--- config.mk ---
export PLATFORM = sky130hd
export DESIGN_NAME = muldiv_seq_ctrl
export DESIGN_NICKNAME = d
export VERILOG_FILES = /design/src/rtl/muldiv_pkg.sv /design/src/rtl/muldiv_step_adder.sv /design/src/rtl/muldiv_seq_ctrl.sv
export SDC_FILE = /design/constraint.sdc
export NUM_CORES = 1
export LEC_CHECK = 0
export CORE_MARGIN = 2
export CORE_UTILIZATION = 55
export CTS_CLUSTER_SIZE = 14
export DETAILED_ROUTE_END_ITERATION = 7
export GPL_TIMING_DRIVEN = 0
export PLACE_DENSITY = 0.8
export SLEW_MARGIN = 20
export SYNTH_ARGS = -nofsm -noshare
export SYNTH_HDL_FRONTEND = slang
export SYNTH_HIERARCHICAL = 1
export SYNTH_SLANG_ARGS = --single-unit
--- constraint.sdc ---
create_clock -name clk -period 6.9 [get_ports clk]
set_input_delay 1.38 -clock clk [delete_from_list [all_inputs] [get_ports clk]]
set_output_delay 1.38 -clock clk [all_outputs]
set_load 0.03 [all_outputs]
--- src/rtl/muldiv_pkg.sv ---
// Shared definitions for the multi-cycle multiply sequencer.
package muldiv_pkg;

    localparam int unsigned XLEN          = 32;
    localparam int unsigned PROD_W        = 2 * XLEN;
    localparam int unsigned CNT_W         = 5;
    localparam int unsigned DEF_STEP_BITS = 1;

    typedef enum logic [1:0] {
        IDLE,
        CALC,
        FIXUP
    } state_t;

    // Number of CALC cycles for a given number of multiplier bits per step
    function automatic int unsigned n_iter(input int unsigned step);
        return XLEN / step;
    endfunction

    localparam int unsigned N_ITER = n_iter(DEF_STEP_BITS);

endpackage

--- src/rtl/muldiv_step_adder.sv ---
// Partial-product step: adds multiplicand x digit into the accumulator.
module muldiv_step_adder
    import muldiv_pkg::*;
#(
    parameter int unsigned STEP_BITS = DEF_STEP_BITS
) (
    input  logic [PROD_W-1:0]    acc,
    input  logic [PROD_W-1:0]    mcand,
    input  logic [STEP_BITS-1:0] digit,
    output logic [PROD_W-1:0]    sum
);

    // Shift-add each set digit bit of the multiplier slice
    always_comb begin
        sum = acc;
        for (int unsigned i = 0; i < STEP_BITS; i++) begin
            if (digit[i]) begin
                sum = sum + (mcand << i);
            end
        end
    end

endmodule

--- src/rtl/muldiv_seq_ctrl.sv ---
// Clocked, interlocked MULT/MULTU sequencer with HI/LO registers.
module muldiv_seq_ctrl
    import muldiv_pkg::*;
#(
    parameter int unsigned STEP_BITS = DEF_STEP_BITS,
    parameter int unsigned W         = XLEN
) (
    input  logic         clk,
    input  logic         rst_n,
    input  logic         start,
    input  logic         is_signed,
    input  logic [W-1:0] op_a,
    input  logic [W-1:0] op_b,
    input  logic         mf_req,
    input  logic         mf_sel_hi,
    input  logic         flush,
    output logic [W-1:0] mf_data,
    output logic         stall,
    output logic         busy,
    output logic         done,
    output logic [W-1:0] hi,
    output logic [W-1:0] lo
);

    localparam int unsigned NIT = n_iter(STEP_BITS);

    state_t            state;
    logic [PROD_W-1:0] acc;
    logic [PROD_W-1:0] mcand;
    logic [PROD_W-1:0] acc_sum;
    logic [PROD_W-1:0] prod;
    logic [W-1:0]      mplier;
    logic [W-1:0]      abs_a;
    logic [W-1:0]      abs_b;
    logic [CNT_W-1:0]  cnt;
    logic              neg;

    muldiv_step_adder #(
        .STEP_BITS (STEP_BITS)
    ) u_step (
        .acc   (acc),
        .mcand (mcand),
        .digit (mplier[STEP_BITS-1:0]),
        .sum   (acc_sum)
    );

    // Operand magnitudes; -2^31 maps onto itself and is used unsigned
    always_comb begin
        abs_a = (is_signed && op_a[W-1]) ? -op_a : op_a;
        abs_b = (is_signed && op_b[W-1]) ? -op_b : op_b;
        prod  = neg ? -acc : acc;
    end

    // Hazard interlock and MFHI/MFLO read path
    always_comb begin
        busy    = (state != IDLE);
        stall   = busy & (start | mf_req);
        mf_data = mf_sel_hi ? hi : lo;
    end

    // Control FSM, datapath registers and HI/LO
    always_ff @(posedge clk or negedge rst_n) begin
        if (!rst_n) begin
            state  <= IDLE;
            acc    <= '0;
            mcand  <= '0;
            mplier <= '0;
            cnt    <= '0;
            neg    <= 1'b0;
            hi     <= '0;
            lo     <= '0;
            done   <= 1'b0;
        end else begin
            done <= 1'b0;
            case (state)
                IDLE: begin
                    if (start && !flush) begin
                        mcand  <= {{(PROD_W-W){1'b0}}, abs_a};
                        mplier <= abs_b;
                        neg    <= is_signed & (op_a[W-1] ^ op_b[W-1]);
                        acc    <= '0;
                        cnt    <= CNT_W'(NIT - 1);
                        state  <= CALC;
                    end
                end
                CALC: begin
                    if (flush) begin
                        state <= IDLE;
                    end else begin
                        acc    <= acc_sum;
                        mcand  <= mcand << STEP_BITS;
                        mplier <= mplier >> STEP_BITS;
                        cnt    <= cnt - 1'b1;
                        if (cnt == '0) begin
                            state <= FIXUP;
                        end
                    end
                end
                FIXUP: begin
                    if (!flush) begin
                        hi   <= prod[PROD_W-1:W];
                        lo   <= prod[W-1:0];
                        done <= 1'b1;
                    end
                    state <= IDLE;
                end
                default: state <= IDLE;
            endcase
        end
    end

endmodule

# After elaboration in Yosys (flattened, before gate mapping)
# Index checks and enable logic that the tools add are counted.
# Widths: inputs -> output; s select.
[totals] reg_bits=233
[classes] addsub=5 n_eq_ne=6 mux=23 bitwise=5 reduce_logical=13
[ops] cell="$mux 64" count=6
[ops] cell="$pmux 64 s2" count=2
[ops] cell="$mux 32" count=5
[ops] cell="$add 64x64->64" count=1
[ops] cell="$neg 32->32" count=2
[ops] cell="$neg 64->64" count=1
[ops] cell="$pmux 32 s2" count=1
[ops] cell="$mux 5" count=2
[ops] cell="$pmux 5 s2" count=1
[ops] cell="$mux 2" count=3
[ops] cell="$ne 2x2->1 const B" count=3
[ops] cell="$reduce_and 2->1" count=3
[ops] cell="$logic_not 5->1" count=1
[ops] cell="$sub 5x1->5 const B" count=1
[ops] cell="$pmux 2 s2" count=1
[ops] cell="$reduce_and 4->1" count=1
[ops] cell="$reduce_bool 2->1" count=2
[ops] cell="$logic_and 1x1->1" count=3
[ops] cell="$ne 3x3->1 const B" count=1
[ops] cell="$reduce_and 3->1" count=1
[ops] cell="$and 1x1->1" count=2
[ops] cell="$eq 2x1->1 const B" count=1
[ops] cell="$eq 2x2->1 const B" count=1
[ops] cell="$logic_not 2->1" count=1
[ops] cell="other kinds (5)" count=6

# Depth between registers and ports, before layout
# Gate-level depths: netlist of the first run.
[logic_depth] word_depth=4 mapped_depth=15 mapped_depth_nobuf=15

# Cells and area by module
# Netlist of the first run, hierarchy kept.
[modules_own_cells] module="muldiv_seq_ctrl" instances=1 cells_per_inst=1221 area_per_inst_um2=12015.3
[modules_own_cells] module="muldiv_step_adder" instances=1 cells_per_inst=630 area_per_inst_um2=4478.0

# Worst setup path before layout of the first run
# OpenSTA, ideal clock, no wires.
[synth_timing] path_kind="input-to-output" startpoint="in mf_sel_hi" endpoint="out mf_data[10]" arrival_time_ps=2351 required_ps=5520 path_slack_ps=3169 cell_stages=3 n_path_buf=2 path_cell_list="clkbuf_1 > buf_1 > mux2_2"
[synth_via] elab_chain_len=1
[synth_rtl] element="start, declared" line="muldiv_seq_ctrl.sv:15" rtl="input logic mf_sel_hi,"
[synth_rtl] element="$mux 32" line="muldiv_seq_ctrl.sv:58" rtl="mf_data = mf_sel_hi ? hi : lo;"
[synth_rtl] element="end, declared" line="muldiv_seq_ctrl.sv:17" rtl="output logic [W-1:0] mf_data,"
# Every way passes these cells.

# Worst setup path in the final report of the first run
[layout_timing] startpoint="in mf_sel_hi" endpoint="out mf_data[4]"
# Same word-level chain as after synthesis.

==> impl_metrics.env, run 1 <==
export IMPL_max_slew_worst_pin_slew_ns=1.06
export IMPL_drc=0
export IMPL_dr_first_iter_drc_count=1687
export IMPL_numClockSinks=233
export IMPL_synth_xor_area_frac=0.0956
export IMPL_cts_hold_buf=0
export IMPL_synth_top_family_by_area="compound AO/OA/AOI/OAI gates"
export IMPL_layout_setup_ws_ns=2.39
export IMPL_syn_instance_count=1851
export IMPL_p_leak_nw=8.65
export IMPL_drt_antenna_violating_nets=0
export IMPL_antenna_found_initial=0
export IMPL_crit_type="in -> out"
export IMPL_grt_max_degree=98
export IMPL_grt_use_total=0.325
export IMPL_place_congestion=0.963
export IMPL_synth_ff_latch_count=233
export IMPL_die_w_um=177
export IMPL_cap_violations=0
export IMPL_nNetsFinal=2187
export IMPL_yosys_area_share_simple=0.158
export IMPL_start_kind="primary input"
export IMPL_setup_viol=0
export IMPL_fmax_mhz=222
export IMPL_power_per_cell_area_nw_per_um2=291
export IMPL_min_period_ns=4.51
export IMPL_synth_edff_count=0
export IMPL_critPathRequiredTime_ns=5.52
export IMPL_cts_repair_resized=0
export IMPL_yosys_warnings=6
export IMPL_yosys_cell_types_count=86
export IMPL_synth_compound_area_share=0.243
export IMPL_num_rows=63
export IMPL_io_pins=170
export IMPL_place_hpwl_mm=40.0
export IMPL_wl_mm=51.4
export IMPL_synth_area_mux_share=0.0627
export IMPL_min_path_type="reg -> reg"
export IMPL_multi_input_area_sq_um=10100
export IMPL_dpl_cell_count=2410
export IMPL_grt_pass1_vias=14700
export IMPL_pre_cts_ws_ns=2.39
export IMPL_grt_pass1_wl_mm=80.3
export IMPL_syn_num_nets=1990
export IMPL_firstDrtPassIters=6
export IMPL_fin_hold_ws_ns=0.478
export IMPL_relSlewSlack=0.291
export IMPL_crit_arrival_ns=3.13
export IMPL_syn_area_per_cell_sq_um=8.91
export IMPL_placed_area_sq_um=18700
export IMPL_seq_area_sq_um=5830
export IMPL_status="complete, no violations"
export IMPL_stdcell_count=2458
export IMPL_die_area_sq_um=31400
export IMPL_clkLatencyLatePin_ns=0.54
export IMPL_wl_per_cell_um=20.9
export IMPL_ys_seq_area_frac=0.354
export IMPL_start_util=0.558
export IMPL_ctsRootBufferMaster="clkbuf_16"
export IMPL_fin_util=0.664
export IMPL_rsz0062_at_grt="no"
export IMPL_crit_fanout=10
export IMPL_cts_max_level=1
export IMPL_viasPerCell=6.34
export IMPL_slew_violations=0
export IMPL_via_count=15600
export IMPL_core_area_sq_um=29600
export IMPL_cts_clk_slew_worst_paths_ns=0.06
export IMPL_fillers=2433
export IMPL_endpoint_kind="output port"
export IMPL_synth_async_reset_ratio=1.00
export IMPL_portBuffers=167
export IMPL_syn_to_final_growth_pct=19.0
export IMPL_post_cts_buffers=0
export IMPL_layout_drive_gt1_share=0.0968
export IMPL_fin_worst_skew_ns=0.0167
export IMPL_die_h_um=177
export IMPL_hold_violations=0
export IMPL_cts_buffer_depth=3
export IMPL_synthFlopType="dfrtp_1"
export IMPL_ir_drop_mv=0.232
export IMPL_synth_fa_ha_area_frac=0.0520
export IMPL_cts_buffers=26
export IMPL_netlist_area_sq_um=16500
export IMPL_stdcell_area_sq_um=19600
export IMPL_cts_tree="done"
export IMPL_grt_overflow=0
export IMPL_finalCritPeriodShare=0.653
[worst max-delay path, cell delays in order]
cell and delay, ns:
clkbuf_1 0.22, buf_1 0.51, mux2_2 0.41, clkdlybuf4s50_1 0.60
[sequential cells by signal (all words and copies together) (netlist names), 2 cells and up]
name	flops
cnt	5
acc	64
mcand	64
mplier	32
lo	32
state	2
hi	32
[metal layers]
layer / track usage / wire, um
met2: 0.510 / 22800
met1: 0.455 / 22100
met5: 0 / 0
met3: 0.0488 / 4580
met4: 0.117 / 1980
[metrics by stage]
step / setup TNS (ns) / total power [W]
CTS: 0 / 0.00564
global placement: -1144.44 / 0.00411
floorplan: 0 / 0.00352
global route: 0 / 0.00601
finish: 0 / 0.00571
detailed placement: 0 / 0.00418
[cells in the final DEF, fill, tap and decap left out, types with 75 or more instances in the layout]
master,n
a21oi_1,206
clkbuf_1,101
a22o_1,89
nand2_1,139
dfrtp_1,233
o21ai_0,115
nor2_1,175
xnor2_1,75
xor2_1,105
clkdlybuf4s50_1,166
mux2_2,87
[report_power, final]
part | switching (W) | total [W] | internal [W]
Sequential | 0.000307 | 0.00187 | 0.00156
Clock | 0.000581 | 0.00146 | 0.000881
Combinational | 0.00140 | 0.00237 | 0.000968
[cell families after synthesis]
logic type,count (synthesis)
buffers and inverters,145
xor gates and xnor gates,180
adders and majority gates,68
DFF,233
muxes,92
and+or+nand+nor,527
AOI/OAI and AO/OA,606
[cell usage after synthesis (5+ instances only)]
cell	n	share of area
or2_2	6	0.0023
and2_1	6	0.0023
o21bai_1	14	0.0064
a21o_1	31	0.014
buf_1	8	0.0018
o31ai_2	6	0.0046
and3_1	6	0.0023
nor2b_1	6	0.0023
o22ai_1	16	0.0061
a31oi_1	13	0.0049
nand3_1	38	0.012
nor3_1	19	0.0058
xor2_1	105	0.056
o21ai_0	115	0.035
or3_1	30	0.011
xnor2_1	75	0.040
a21oi_1	206	0.063
nand2_1	139	0.032
o31ai_1	33	0.015
or4_1	12	0.0055
nor2_1	175	0.040
ha_1	67	0.051
a22o_1	89	0.047
o211ai_1	7	0.0032
clkbuf_1	98	0.022
nand2b_1	15	0.0057
inv_1	33	0.0075
o41ai_2	6	0.0059
nor4_1	13	0.0049
a211oi_1	6	0.0027
o21ai_1	5	0.0015
nand4_1	23	0.0087
o21a_1	5	0.0023
o41ai_1	15	0.0080
mux2_2	87	0.059
dfrtp_1	233	0.35
[path summary, 6_finish.rpt]
path	startpoint	endpoint	slack, ns	depth (start not counted)
max	mf_sel_hi	mf_data[4]	2.39	4
min	cnt[4]	state[1]	0.48	1
max reg2reg	acc[0]	acc[60]	2.88	14
min reg2reg	cnt[4]	state[1]	0.48	1
max in group asynchronous	rst_n	mplier[3]	4.92	3
min in group asynchronous	rst_n	hi[24]	0.78	1
[cell type report]
| cell class | instances | share of cell area |
|---|---|---|
| multi-input combinational | 1473 | 0.515 |
| sequential | 233 | 0.297 |
| timing repair buffer | 169 | 0.0882 |
| clock buffer | 35 | 0.0385 |
| tap | 390 | 0.0249 |
| buffer | 112 | 0.0224 |
| clock inverter | 12 | 0.00772 |
| inverter | 33 | 0.00631 |
| antenna | 1 | 0.000128 |
(Power assumes the default switching activity.)
==> inputs of run 2 (changes only) <==
CORE_UTILIZATION = 53   (was 55)
clock period = 3.9 ns   (was 6.9 ns; I/O delays follow)
==> run 2 against run 1 <==
Compared with the run above:
- critical path depth up 10
- wire length shrank 1.2%
- first-iteration DRC count decreased by 23%
- sequential power grew 77%
- global-route usage fell by 1.9 points
- via count decreased by 1.2%
- clock power up 88%
- sequential share of layout area down 0.17 points
- flip-flop and latch count unchanged
- total power rose by 80%
- design area rose by 0.62%
- largest cell class unchanged
==> impl_metrics.env, run 2 (same netlist as run 1, synthesis figures left out) <==
export IMPL_status="complete, no violations"
export IMPL_fin_util=0.645
export IMPL_cts_buffer_depth=3
export IMPL_nNetsFinal=2187
export IMPL_finalCritPeriodShare=0.976
export IMPL_slew_violations=0
export IMPL_grt_overflow=0
export IMPL_drt_antenna_violating_nets=0
export IMPL_syn_to_final_growth_pct=19.7
export IMPL_max_slew_worst_pin_slew_ns=1.00
export IMPL_cts_buffers=26
export IMPL_setup_viol=0
export IMPL_start_util=0.539
export IMPL_crit_type="reg -> reg"
export IMPL_clkLatencyLatePin_ns=0.54
export IMPL_post_cts_buffers=0
export IMPL_endpoint_kind="flip-flop"
export IMPL_place_congestion=0.991
export IMPL_grt_max_degree=90
export IMPL_mostFrequentLayoutCell="dfrtp_1"
export IMPL_start_kind="flip-flop"
export IMPL_cts_max_level=1
export IMPL_crit_fanout=6
export IMPL_grt_use_total=0.305
export IMPL_die_w_um=180
export IMPL_layout_setup_ws_ns=0.0932
export IMPL_firstDrtPassIters=6
export IMPL_fin_worst_skew_ns=0.0130
export IMPL_ctsRootBufferMaster="clkbuf_16"
export IMPL_via_count=15400
export IMPL_cap_violations=0
export IMPL_top_regs="acc: 64 flops, mcand: 64 flops"
export IMPL_die_area_sq_um=32500
export IMPL_wl_mm=50.8
export IMPL_place_hpwl_mm=39.7
export IMPL_layout_drive_gt1_share=0.102
export IMPL_min_period_ns=3.81
export IMPL_num_rows=64
export IMPL_die_h_um=180
export IMPL_hold_violations=0
export IMPL_dr_first_iter_drc_count=1292
export IMPL_pre_cts_ws_ns=-0.0195
export IMPL_fmax_mhz=263
export IMPL_p_leak_nw=8.67
export IMPL_viasPerCell=6.25
export IMPL_grt_pass1_wl_mm=80.8
export IMPL_portBuffers=167
export IMPL_min_path_type="in -> async"
export IMPL_rsz0062_at_grt="no"
export IMPL_ir_drop_mv=0.416
export IMPL_cts_clk_slew_worst_paths_ns=0.06
export IMPL_fillers=2507
export IMPL_power_per_cell_area_nw_per_um2=520
export IMPL_wl_per_cell_um=20.6
export IMPL_cts_tree="done"
export IMPL_core_area_sq_um=30600
export IMPL_critPathRequiredTime_ns=4.33
export IMPL_numClockSinks=233
export IMPL_crit_arrival_ns=4.24
export IMPL_grt_pass1_vias=14700
export IMPL_setup_tns_ns=0
export IMPL_relSlewSlack=0.328
export IMPL_drc=0
export IMPL_io_pins=170
export IMPL_layout_common_cells="dfrtp_1 (230), a21oi_1 (206), nor2_1 (175)"
export IMPL_antenna_found_initial=0
run 2: final cells by class:
cell class | count | area [sq um] | area share
sequential | 233 | 5830 | 0.295
tap | 396 | 495 | 0.0251
inverter | 33 | 124 | 0.00627
clock buffer | 38 | 797 | 0.0404
timing repair buffer | 169 | 1730 | 0.0877
antenna | 1 | 2.50 | 0.000127
buffer | 112 | 440 | 0.0223
clock inverter | 8 | 171 | 0.00868
multi-input combinational | 1473 | 10100 | 0.514
run 2: worst paths after layout:
check / start / to / slack, ns / cells after the start
setup / recovery: acc[0] / acc[60] / 0.09 / 14
hold / removal: rst_n / mcand[50] / 0.18 / 1
setup reg to reg: acc[0] / acc[60] / 0.09 / 14
hold reg to reg: cnt[4] / state[1] / 0.46 / 1
max in group asynchronous: rst_n / mcand[0] / 2.90 / 2
min in group clk: cnt[4] / state[1] / 0.46 / 1
run 2: layer usage:
metal / wire length [um] / GRT usage / part of all wire / vias to the layer above
li1: - / - / - / 7183
met1: 22300 / 0.426 / 0.44 / 7404
met3: 3660 / 0.0457 / 0.072 / 121
met4: 1700 / 0.0994 / 0.034 / 0
met5: 0 / 0 / 0 / -
met2: 23100 / 0.489 / 0.45 / 679
run 2: critical path, cell delays in order, from the launching register on:
cell,delay [ns]
dfrtp_2,0.45
ha_2,0.23
fa_1,0.43
a211oi_2,0.33
o21a_1,0.19
or3_1,0.14
a2111o_1,0.23
a21oi_2,0.10
a31o_2,0.32
a21oi_2,0.33
nor2_2,0.09
a41oi_1,0.29
xnor2_1,0.10
mux2_2,0.26
a22o_1,0.20
run 2: timing repair:
item | in CTS | in global routing
pin swaps | 0 | 1
hold buffers | 0 | 0
gates resized for setup | 1 | 10
endpoints found under the hold margin | 0 | 0
setup endpoints to repair | 3 | 6
run 2: metrics by stage:
stage	cell area (sq um)	total power (W)	std cells	hold slack, ns
2_1_floorplan	16500	0.00623	1851	0.439
3_3_place_gp	18700	0.00731	2414	0.450
3_5_place_dp	18700	0.00740	2416	0.454
4_1_cts	19700	0.0102	2462	0.186
5_1_grt	19700	0.0108	2462	0.207
6_report	19700	0.0103	2463	0.180
run 2: power by group:
part	leakage (nW)	internal, W	switching, W
logic	5.12	0.00173	0.00248
registers	3.07	0.00277	0.000546
clock network	0.473	0.00174	0.00101
total	8.67	0.00623	0.00404
